--- src/rtl/floppy_pkg.sv ---
// Shared definitions for the floppy sector packer: channel FSM state encoding,
// status byte bit positions and the holding-register beat type.
package floppy_pkg;

    // Per-channel framer states
    localparam logic [1:0] ST_IDLE = 2'd0;
    localparam logic [1:0] ST_DATA = 2'd1;
    localparam logic [1:0] ST_STAT = 2'd2;

    // Bit positions inside the trailing status byte
    localparam int STAT_OVF      = 7;
    localparam int STAT_HDR_ERR  = 6;
    localparam int STAT_DATA_ERR = 5;

    // Kind of byte sitting in a holding register / output register
    typedef enum logic [1:0] {
        BEAT_DATA = 2'b00,
        BEAT_SOF  = 2'b01,
        BEAT_EOF  = 2'b10
    } beat_t;

    // Assemble the status byte {ovf, hdr_err, data_err, 5'b0}
    function automatic logic [7:0] status_byte(input logic ovf,
                                               input logic hdr_err,
                                               input logic data_err);
        logic [7:0] s;
        s                = 8'h00;
        s[STAT_OVF]      = ovf;
        s[STAT_HDR_ERR]  = hdr_err;
        s[STAT_DATA_ERR] = data_err;
        return s;
    endfunction

endpackage

--- src/rtl/floppy_chan_framer.sv ---
// One channel of the sector packer: frames a decoder's header/data pulses into
// header, data and status beats held in a single-entry holding register that
// the parent arbiter drains.
module floppy_chan_framer
    import floppy_pkg::*;
#(
    parameter int SECTOR_BYTES = 512
) (
    input  logic       clk,
    input  logic       rst_n,
    input  logic       hdr_dv,
    input  logic [7:0] sector,
    input  logic       hdr_crc_error,
    input  logic       data_dv,
    input  logic [7:0] data,
    input  logic       data_crc_error,
    input  logic       drain,
    output logic       full,
    output logic [7:0] beat_data,
    output beat_t      beat_type,
    output logic       overflow
);

    localparam int CNT_W = $clog2(SECTOR_BYTES) + 1;
    localparam logic [CNT_W-1:0] LAST_CNT = CNT_W'(SECTOR_BYTES - 1);

    logic [1:0]       state;
    logic [CNT_W-1:0] count;
    logic             hdr_err;
    logic             data_err;
    logic             ovf;

    logic             load;
    logic [7:0]       load_data;
    beat_t            load_type;
    logic             collide;

    // Decide what (if anything) enters the holding register this cycle;
    // a header always wins over a simultaneous data byte
    always_comb begin
        load      = 1'b0;
        load_data = 8'h00;
        load_type = BEAT_DATA;
        if (hdr_dv) begin
            load      = 1'b1;
            load_data = sector;
            load_type = BEAT_SOF;
        end else if (state == ST_DATA && data_dv) begin
            load      = 1'b1;
            load_data = data;
        end else if (state == ST_STAT && (!full || drain)) begin
            load      = 1'b1;
            load_data = status_byte(ovf, hdr_err, data_err);
            load_type = BEAT_EOF;
        end
    end

    // Overwriting an entry that is not leaving this cycle loses a byte
    assign collide = load && full && !drain;

    // Packet FSM, byte counter and per-packet error/overflow bits
    always_ff @(posedge clk or negedge rst_n) begin
        if (!rst_n) begin
            state    <= ST_IDLE;
            count    <= '0;
            hdr_err  <= 1'b0;
            data_err <= 1'b0;
            ovf      <= 1'b0;
        end else if (hdr_dv) begin
            state    <= ST_DATA;
            count    <= '0;
            hdr_err  <= hdr_crc_error;
            data_err <= 1'b0;
            ovf      <= collide;
        end else if (state == ST_DATA && data_dv) begin
            count <= count + 1'b1;
            if (collide) begin
                ovf <= 1'b1;
            end
            if (count == LAST_CNT) begin
                data_err <= data_crc_error;
                state    <= ST_STAT;
            end
        end else if (state == ST_STAT && load) begin
            state <= ST_IDLE;
            ovf   <= 1'b0;
        end
    end

    // Single-entry holding register; a load in the draining cycle keeps it full
    always_ff @(posedge clk or negedge rst_n) begin
        if (!rst_n) begin
            full      <= 1'b0;
            beat_data <= 8'h00;
            beat_type <= BEAT_DATA;
        end else if (load) begin
            full      <= 1'b1;
            beat_data <= load_data;
            beat_type <= load_type;
        end else if (drain) begin
            full <= 1'b0;
        end
    end

    // Sticky overflow: lost bytes or an aborted packet; cleared only by reset
    always_ff @(posedge clk or negedge rst_n) begin
        if (!rst_n) begin
            overflow <= 1'b0;
        end else if (collide || (hdr_dv && state != ST_IDLE)) begin
            overflow <= 1'b1;
        end
    end

endmodule

--- src/rtl/floppy_sector_packer.sv ---
// Merges CHANNELS floppy decoder streams into one tagged, framed byte stream.
// Each channel frames its sectors in a floppy_chan_framer; a round-robin
// arbiter moves holding-register entries into a registered output beat.
// Optional build macro FLOPPY_PACKER_STATS_EN adds per-channel saturating
// sector and CRC-error counters.
module floppy_sector_packer
    import floppy_pkg::*;
#(
    parameter int CHANNELS     = 2,
    parameter int SECTOR_BYTES = 512,
    localparam int CH_W        = (CHANNELS > 1) ? $clog2(CHANNELS) : 1
) (
    input  logic                  i_Clk,
    input  logic                  i_Rst_L,
    input  logic [CHANNELS-1:0]   i_Hdr_DV,
    input  logic [8*CHANNELS-1:0] i_Sector,
    input  logic [CHANNELS-1:0]   i_HdrCRCError,
    input  logic [CHANNELS-1:0]   i_Data_DV,
    input  logic [8*CHANNELS-1:0] i_Data,
    input  logic [CHANNELS-1:0]   i_DataCRCError,
    input  logic                  i_Ready,
    output logic                  o_Valid,
    output logic [7:0]            o_Data,
    output logic [CH_W-1:0]       o_Chan,
    output logic                  o_Sof,
    output logic                  o_Eof,
    output logic [CHANNELS-1:0]   o_Overflow
`ifdef FLOPPY_PACKER_STATS_EN
    ,
    output logic [16*CHANNELS-1:0] o_SectorCount,
    output logic [16*CHANNELS-1:0] o_CrcErrCount
`endif
);

    logic [CHANNELS-1:0] full;
    logic [CHANNELS-1:0] drain;
    logic [7:0]          hold_data [CHANNELS];
    beat_t               hold_type [CHANNELS];

    logic [CH_W-1:0]     ptr;
    logic [CH_W-1:0]     sel;
    logic                sel_valid;
    logic                load_out;
    int                  scan_idx;

    for (genvar gi = 0; gi < CHANNELS; gi++) begin : g_chan
        floppy_chan_framer #(
            .SECTOR_BYTES(SECTOR_BYTES)
        ) u_framer (
            .clk           (i_Clk),
            .rst_n         (i_Rst_L),
            .hdr_dv        (i_Hdr_DV[gi]),
            .sector        (i_Sector[8*gi +: 8]),
            .hdr_crc_error (i_HdrCRCError[gi]),
            .data_dv       (i_Data_DV[gi]),
            .data          (i_Data[8*gi +: 8]),
            .data_crc_error(i_DataCRCError[gi]),
            .drain         (drain[gi]),
            .full          (full[gi]),
            .beat_data     (hold_data[gi]),
            .beat_type     (hold_type[gi]),
            .overflow      (o_Overflow[gi])
        );
    end

    // Pick the first full channel at or after the pointer; scanning offsets
    // from the far end down lets the nearest one overwrite the choice last
    always_comb begin
        sel       = '0;
        sel_valid = 1'b0;
        scan_idx  = 0;
        for (int k = CHANNELS - 1; k >= 0; k--) begin
            scan_idx = int'(ptr) + k;
            if (scan_idx >= CHANNELS) begin
                scan_idx = scan_idx - CHANNELS;
            end
            if (full[CH_W'(scan_idx)]) begin
                sel       = CH_W'(scan_idx);
                sel_valid = 1'b1;
            end
        end
    end

    // The output register takes a new beat when empty or when its beat leaves
    assign load_out = sel_valid && (!o_Valid || i_Ready);

    // Tell the granted channel its holding entry has been taken
    always_comb begin
        drain = '0;
        if (load_out) begin
            drain[sel] = 1'b1;
        end
    end

    // Registered output beat; held stable while stalled. The pointer moves
    // just past the channel that was granted so every channel gets its turn
    always_ff @(posedge i_Clk or negedge i_Rst_L) begin
        if (!i_Rst_L) begin
            o_Valid <= 1'b0;
            o_Data  <= 8'h00;
            o_Chan  <= '0;
            o_Sof   <= 1'b0;
            o_Eof   <= 1'b0;
            ptr     <= '0;
        end else if (!o_Valid || i_Ready) begin
            o_Valid <= sel_valid;
            if (sel_valid) begin
                o_Data <= hold_data[sel];
                o_Chan <= sel;
                o_Sof  <= (hold_type[sel] == BEAT_SOF);
                o_Eof  <= (hold_type[sel] == BEAT_EOF);
                ptr    <= (int'(sel) == CHANNELS - 1) ? '0 : sel + 1'b1;
            end
        end
    end

`ifdef FLOPPY_PACKER_STATS_EN
    for (genvar gi = 0; gi < CHANNELS; gi++) begin : g_stats
        logic [15:0] sector_cnt;
        logic [15:0] crc_cnt;
        logic        stat_xfer;

        assign stat_xfer = o_Valid && i_Ready && o_Eof && (o_Chan == CH_W'(gi));

        // Count delivered sectors and those carrying a CRC error, saturating
        always_ff @(posedge i_Clk or negedge i_Rst_L) begin
            if (!i_Rst_L) begin
                sector_cnt <= 16'h0000;
                crc_cnt    <= 16'h0000;
            end else if (stat_xfer) begin
                if (sector_cnt != 16'hFFFF) begin
                    sector_cnt <= sector_cnt + 16'h0001;
                end
                if ((o_Data[STAT_HDR_ERR] || o_Data[STAT_DATA_ERR]) && crc_cnt != 16'hFFFF) begin
                    crc_cnt <= crc_cnt + 16'h0001;
                end
            end
        end

        assign o_SectorCount[16*gi +: 16] = sector_cnt;
        assign o_CrcErrCount[16*gi +: 16] = crc_cnt;
    end
`endif

endmodule
--- config.mk ---
export PLATFORM = sky130hd
export DESIGN_NAME = floppy_sector_packer
export DESIGN_NICKNAME = d
export VERILOG_FILES = /design/src/rtl/floppy_pkg.sv /design/src/rtl/floppy_chan_framer.sv /design/src/rtl/floppy_sector_packer.sv
export SDC_FILE = /design/constraint.sdc
export NUM_CORES = 1
export LEC_CHECK = 0
export BUFFER_PORTS_ARGS = -buffer_cell sky130_fd_sc_hd__buf_2
export CORE_MARGIN = 4
export CORE_UTILIZATION = 50
export DETAILED_ROUTE_END_ITERATION = 12
export GPL_ROUTABILITY_DRIVEN = 0
export PLACE_DENSITY = 0.83
export SYNTH_ARGS = -nofsm -noshare
export SYNTH_HDL_FRONTEND = slang
export SYNTH_HIERARCHICAL = 1
export SYNTH_SLANG_ARGS = --single-unit
--- constraint.sdc ---
create_clock -name i_Clk -period 1.85 [get_ports i_Clk]
set_input_delay 0.4625 -clock i_Clk [delete_from_list [all_inputs] [get_ports i_Clk]]
set_output_delay 0.4625 -clock i_Clk [all_outputs]
set_load 0.05 [all_outputs]
# Word-level counts from Yosys, hierarchy flattened
# Index checks and enable logic that the tools add are counted.
# classes
add_sub_neg	6
eq_ne	12
n_mux	68
order_cmp	7
bitwise_logic	1
n_reduce_logical	41
# ops
op	n
8-bit two-way mux	9
10-bit two-way mux	4
1-bit two-way mux	36
2-bit two-way mux	18
10-bit by 1-bit adder with 10-bit output (second input constant)	2
10-bit by 9-bit == test with 1-bit output (second input constant)	2
2-bit nonzero test	8
1-bit logical AND	14
2-bit AND reduction	7
2-bit by 1-bit == test with 1-bit output (second input constant)	3
2-bit == test (second input constant)	3
1-bit by 3-bit less-than comparator with 1-bit output (second input constant)	2
3-bit by 2-bit != test with 1-bit output (second input constant)	2
3-bit != test (second input constant)	2
3-bit nonzero test	2
1-bit zero test	5
1-bit logical OR	5
2-bit greater-or-equal comparator (second input constant)	2
1-bit by 1-bit adder with 2-bit output (second input constant)	1
1-bit by 2-bit greater-or-equal comparator with 1-bit output (second input constant)	1
1-bit by 2-bit less-than comparator with 1-bit output (second input constant)	1
1-bit NOT with 2-bit output	1
1-bit subtractor (second input constant)	2
1-bit adder (second input constant)	1
2 further kinds	2
# totals
regBits	67
in_bits	43

# Longest topological paths before layout
# logic_depth
word_depth	23
ltp_mapped	9
ltp_nobuf	7

# Cells and area by module
# The synthesis kept the hierarchy.
# modules_own_cells
mod	seq_area_each_um2	n_inst	cells_per_inst	area_per_inst_um2
floppy_chan_framer	675.6	2	121	1281.2
floppy_sector_packer	325.3	1	51	686.9

# Worst setup path after synthesis
# No wires, ideal clock.
# synth_timing
path_type	register -> register
startpoint	register o_Valid
endpoint	register g_chan[0].u_framer.beat_data[5]
slack_ps	-282
t_required_ps	1764
stages_incl_launch_ff	10
period_less_slack_ps	2132
t_arrival_ps	2047
n_path_buf	2
cell_sequence	dfrtp_1 > nor2b_4 > nand2b_4 > buf_6 > nor2_1 > nand2b_1 > a211oi_4 > buf_6 > a21oi_1 > a32oi_1
# synth_between
elab_chain_cells	9
elab_cells_between_ends	12
# synth_lines
element	line	text
start: declaration	floppy_sector_packer.sv:22	output logic o_Valid,
start signal: assignment	floppy_sector_packer.sv:106	o_Valid <= sel_valid;
1-bit zero test (*)	floppy_sector_packer.sv:85	assign load_out = sel_valid && (!o_Valid || i_Ready);
1-bit logical OR (*)	floppy_sector_packer.sv:85	
1-bit logical AND (*)	floppy_sector_packer.sv:85	
2-bit two-way mux (*)	floppy_sector_packer.sv:90	if (load_out) begin
named net drain[0]	floppy_sector_packer.sv:36	logic [CHANNELS-1:0] drain;
1-bit logical OR (*)	floppy_chan_framer.sv:51	end else if (state == ST_STAT && (!full || drain)) begin
1-bit logical AND (*)	floppy_chan_framer.sv:51	
8-bit two-way mux or 1-bit two-way mux (tied branches)	floppy_chan_framer.sv:51	
8-bit two-way mux or 1-bit two-way mux (tied branches)	floppy_chan_framer.sv:48	end else if (state == ST_DATA && data_dv) begin
8-bit two-way mux or 1-bit two-way mux (tied branches)	floppy_chan_framer.sv:44	if (hdr_dv) begin
end signal: assignment	floppy_chan_framer.sv:98	beat_data <= load_data;
end: declaration	floppy_chan_framer.sv:19	output logic [7:0] beat_data,
# Mark *: on every way through the listed nets, which the timed path passes. The rest lies on a longest branch.
# A chain may end at the register's enable or synchronous reset.

# Final worst setup path
# layout_timing
startpoint	register g_chan[0].u_framer.full
endpoint	register g_chan[1].u_framer.beat_data[5]
# layout_between
elab_chain_cells	14
elab_cells_between_ends	23
# layout_lines
element	line	text
start: declaration	floppy_chan_framer.sv:18	output logic full,
start signal: assignment	floppy_chan_framer.sv:93	full <= 1'b0;
start signal: assignment	floppy_chan_framer.sv:97	full <= 1'b1;
start signal: assignment	floppy_chan_framer.sv:101	full <= 1'b0;
1-bit two-way mux (implied by the code) (2 in series)	floppy_sector_packer.sv:77	if (full[CH_W'(scan_idx)]) begin
1-bit two-way mux (2 in series)	floppy_sector_packer.sv:77	
1-bit by 2-bit less-than comparator with 1-bit output (implied by the code) or 1-bit greater-or-equal comparator (tied branches)	floppy_sector_packer.sv:91	drain[sel] = 1'b1;
1-bit logical AND (implied by the code)	floppy_sector_packer.sv:91	
1-bit two-way mux (implied by the code)	floppy_sector_packer.sv:91	
1-bit demux with 1-bit select	floppy_sector_packer.sv:91	
2-bit two-way mux (*)	floppy_sector_packer.sv:90	
1-bit logical OR (*)	floppy_chan_framer.sv:51	
1-bit logical AND (*)	floppy_chan_framer.sv:51	
8-bit two-way mux or 1-bit two-way mux (tied branches)	floppy_chan_framer.sv:51	
8-bit two-way mux or 1-bit two-way mux (tied branches)	floppy_chan_framer.sv:48	
8-bit two-way mux or 1-bit two-way mux (tied branches)	floppy_chan_framer.sv:44	
end signal: assignment	floppy_chan_framer.sv:98	
end: declaration	floppy_chan_framer.sv:19	
# Every way passes the cells marked *; elsewhere a longest branch is shown, timed or not. The select of a mux whose other input is x is not followed.

==> impl_results.md <==
* Status: completed
* DR WL/cell at about 16 um
* Mapped Area at roughly 0.0032 mm^2
* Comb pwr share at 0.224
* Fin crit period at ~1700 ps
* Total Wirelength at 7040 um
* Internal Pwr Total at 0.00257 W
* # IOs at 57
* CP Cell Sequence: and2_4, nor2b_4, nand2b_4, a211oi_4, buf_4, a21oi_1, a32oi_1
* Die width at around 89 um
* H-tree Lvls at 3
* Post-CTS Setup Repair Bufs at 0
* Clock buffer count from CTS at 9
* Arr. time, crit path at 1960 ps
* Nets at ~410
* Synth Instances at 293
* # Max-Cap Violations at 0
* Cell Rows at 29
* Die Y at around 89 um
* Synth async-reset ratio at 1.00
* Clock Sinks at 67
* Core box area at 0.00631 mm^2
* Count of cell types in the netlist at 46
* Post-synth top area cell: dfrtp_1
* Top delay family on crit path: compound AO/OA/AOI/OAI gates
* Clk slew on worst S/H paths at about 70 ps
* Ys Warns at 6
* GRT Total Usage at 0.190
* Skew-Pair Late Insertion Delay at 350 ps
* Cell with the most instances after synthesis: dfrtp_1
* Largest cells by area after synthesis: dfrtp_1, a222oi_1, and4bb_1
* DR iter-0 viols at between 150 and 200
* WP buf/inv at 1
* Register area share after synthesis at 0.516
* Endpoint class of the critical path: flop
* Final hold violations at 0
* Worst Tran Pin Value at 452 ps
* Core Util, Final at 0.625
* Max rail drop VDD at between 800 and 900 uV
* CTS Hold Bufs at 0
* Initial antenna violation count at 0
* # setup viols final at 0
* Predominant post-synthesis flop cell: dfrtp_1
* Delay of the slowest critical-path stage at between 400 and 500 ps
* Power density cells at 942 mW/mm^2
* Antenna Nets Post-Route at 0
* Antenna Diode Count at 0
* Syn_area_per_cell at approximately 11 um^2
* CP max-delay cell: dfrtp_1
* Flops & latches, synth at 67
* Critical Path RT at about 2100 ps
* DR DRC count at 0
* Max FO, Critical Path at 6
* Die area at between 0.007 and 0.008 mm^2
* 1st-pass router iterations at 5
* Layout cell share with drive strength beyond 1 at 0.309
* CP Class: reg2reg
* Yosys top cell area share at 0.516
* Clock Tree Root: clkbuf_8
* Drt via density at 5.68
* Sum of negative setup slack at 0 ps
* Post-synth top cells: dfrtp_1, nor2_1, inv_1, nand2_1, o21ai_0
* HPWL Detailed at 5090 um
* Vias at 2549
* Sequential Power Share at 0.454
* Clock tree buffer depth at 2
* Syn Nets at 338
* Leak at around 1.9 nW
* Post-CTS sizing at 0
* Area Overhead vs Synth at 21.5%
* Vias in the first global route at about 2500
* First-pass GRT wire length at approximately 11000 um
* Rel. slew slack at 0.698
* HP Class: in2async
* Largest net degree at the start of global routing at between 60 and 70
* CTS tree: done
* Setup Skew at about 8.7 ps
* Final period util at 0.919
* Max Slew Vio Count at 0
* Clock Power Share at 0.322
* P_sw at between 0.001 and 0.0015 W
* Max Freq at 0.588 GHz
* Worst setup SP type: flop
* Remaining global-route overflow at 0
* RSZ-0062 raised after global routing: no
* Port Buf Inserts at 56
* Effective utilization at floorplan at 0.515
* Post-synth EDFFs at 0
* Sw Ratio at 0.310
kinds of logic (layout without fill, tap and decap cells):
kind of cell	Yosys count	count (layout)	synth area share
AND/OR/NAND/NOR	106	106	0.209
buffers and inverters	36	115	0.0558
flip-flops	67	67	0.516
AO/OA/AOI/OAI	60	60	0.147
XOR/XNOR	14	14	0.0377
adder cells (fa/ha/maj)	2	2	0.00770
multiplexers	8	8	0.0262
state kept, by name (all words and copies together), names as in the netlist:
name and flops:
g_chan.u_framer/ovf 2, ptr 1, g_chan.u_framer/beat_type 4, g_chan.u_framer/state 4, g_chan.u_framer/full 2, g_chan.u_framer/overflow 2, o_Valid 1, o_Chan 1
g_chan.u_framer/beat_data 16, g_chan.u_framer/hdr_err 2, o_Data 8, o_Eof 1, g_chan.u_framer/count 20, g_chan.u_framer/data_err 2, o_Sof 1
power by group through the flow:
stage | clock network (W) | logic (W) | registers (W)
after global routing | 0.00129 | 0.000900 | 0.00170
after CTS | 0.00122 | 0.000841 | 0.00169
after floorplan | 0 | 0.000350 | 0.00193
after global placement | 0 | 0.000820 | 0.00171
after detailed placement | 0 | 0.000835 | 0.00172
final | 0.00120 | 0.000835 | 0.00169
per-stage QoR:
step / worst slack (ps) / cells / cell area [um^2] / power (W) / hold WS, ps
6_report: 150 / 449 / 3950 / 0.00372 / 112
5_1_grt: 12.6 / 449 / 3950 / 0.00389 / 143
4_1_cts: 139 / 449 / 3950 / 0.00375 / 138
3_5_place_dp: -37.1 / 434 / 3760 / 0.00255 / 454
3_3_place_gp: 49.8 / 434 / 3760 / 0.00253 / 454
2_1_floorplan: -68.0 / 293 / 3270 / 0.00228 / 167
placed cells by master (no fill, tap or decap), types with 3 or more instances in the layout:
master and instances:
mux2_2 4, buf_2 56, nand2b_1 4, nand4_1 6, nor3b_1 4, nand3b_1 8
xnor2_1 6, nor3_1 4, a32oi_1 6, inv_1 21, a222oi_1 10, a221o_1 7
buf_12 3, a21oi_1 10, xor2_1 8, clkbuf_8 10, nor2b_1 4, nand2b_4 3
a21o_1 4, o21ai_0 12, mux2i_1 4, and3_1 6, nand2_1 16, dfrtp_1 66
nor2_1 22, buf_4 20, nand4b_1 4, and4bb_1 7
path summary, 6_finish.rpt:
kind	from	endpoint	slack (ps)	depth (start not counted)
setup / recovery	g_chan[0].u_framer/full	g_chan[1].u_framer/beat_data[5]	150	7
hold / removal	i_Rst_L	o_Eof	110	2
setup reg to reg	g_chan[0].u_framer/full	g_chan[1].u_framer/beat_data[5]	150	7
hold reg to reg	g_chan[1].u_framer/overflow	g_chan[1].u_framer/overflow	470	1
max in group asynchronous	i_Rst_L	g_chan[0].u_framer/count[2]	1440	2
min in group i_Clk	i_Data[9]	g_chan[1].u_framer/beat_data[1]	330	3
area by class of cell:
| cell class | count | area, um^2 |
|---|---|---|
| tap | 77 | 96.3 |
| clock inverter | 4 | 51.3 |
| sequential | 67 | 1680 |
| multi-input combinational | 190 | 1410 |
| inverter | 21 | 78.8 |
| timing repair buffer | 79 | 490 |
| fill | 480 | 2360 |
| clock buffer | 11 | 141 |
metal layers:
metal,wire [um],GRT usage,share of wire,vias up
li1,-,-,-,1213
met1,3030,0.233,0.43,1253
met2,3480,0.328,0.49,74
met3,379,0.0307,0.054,9
met4,147,0.0865,0.021,0
met5,0,0,0,-
Note: power is estimated with default switching activity, not from simulation.
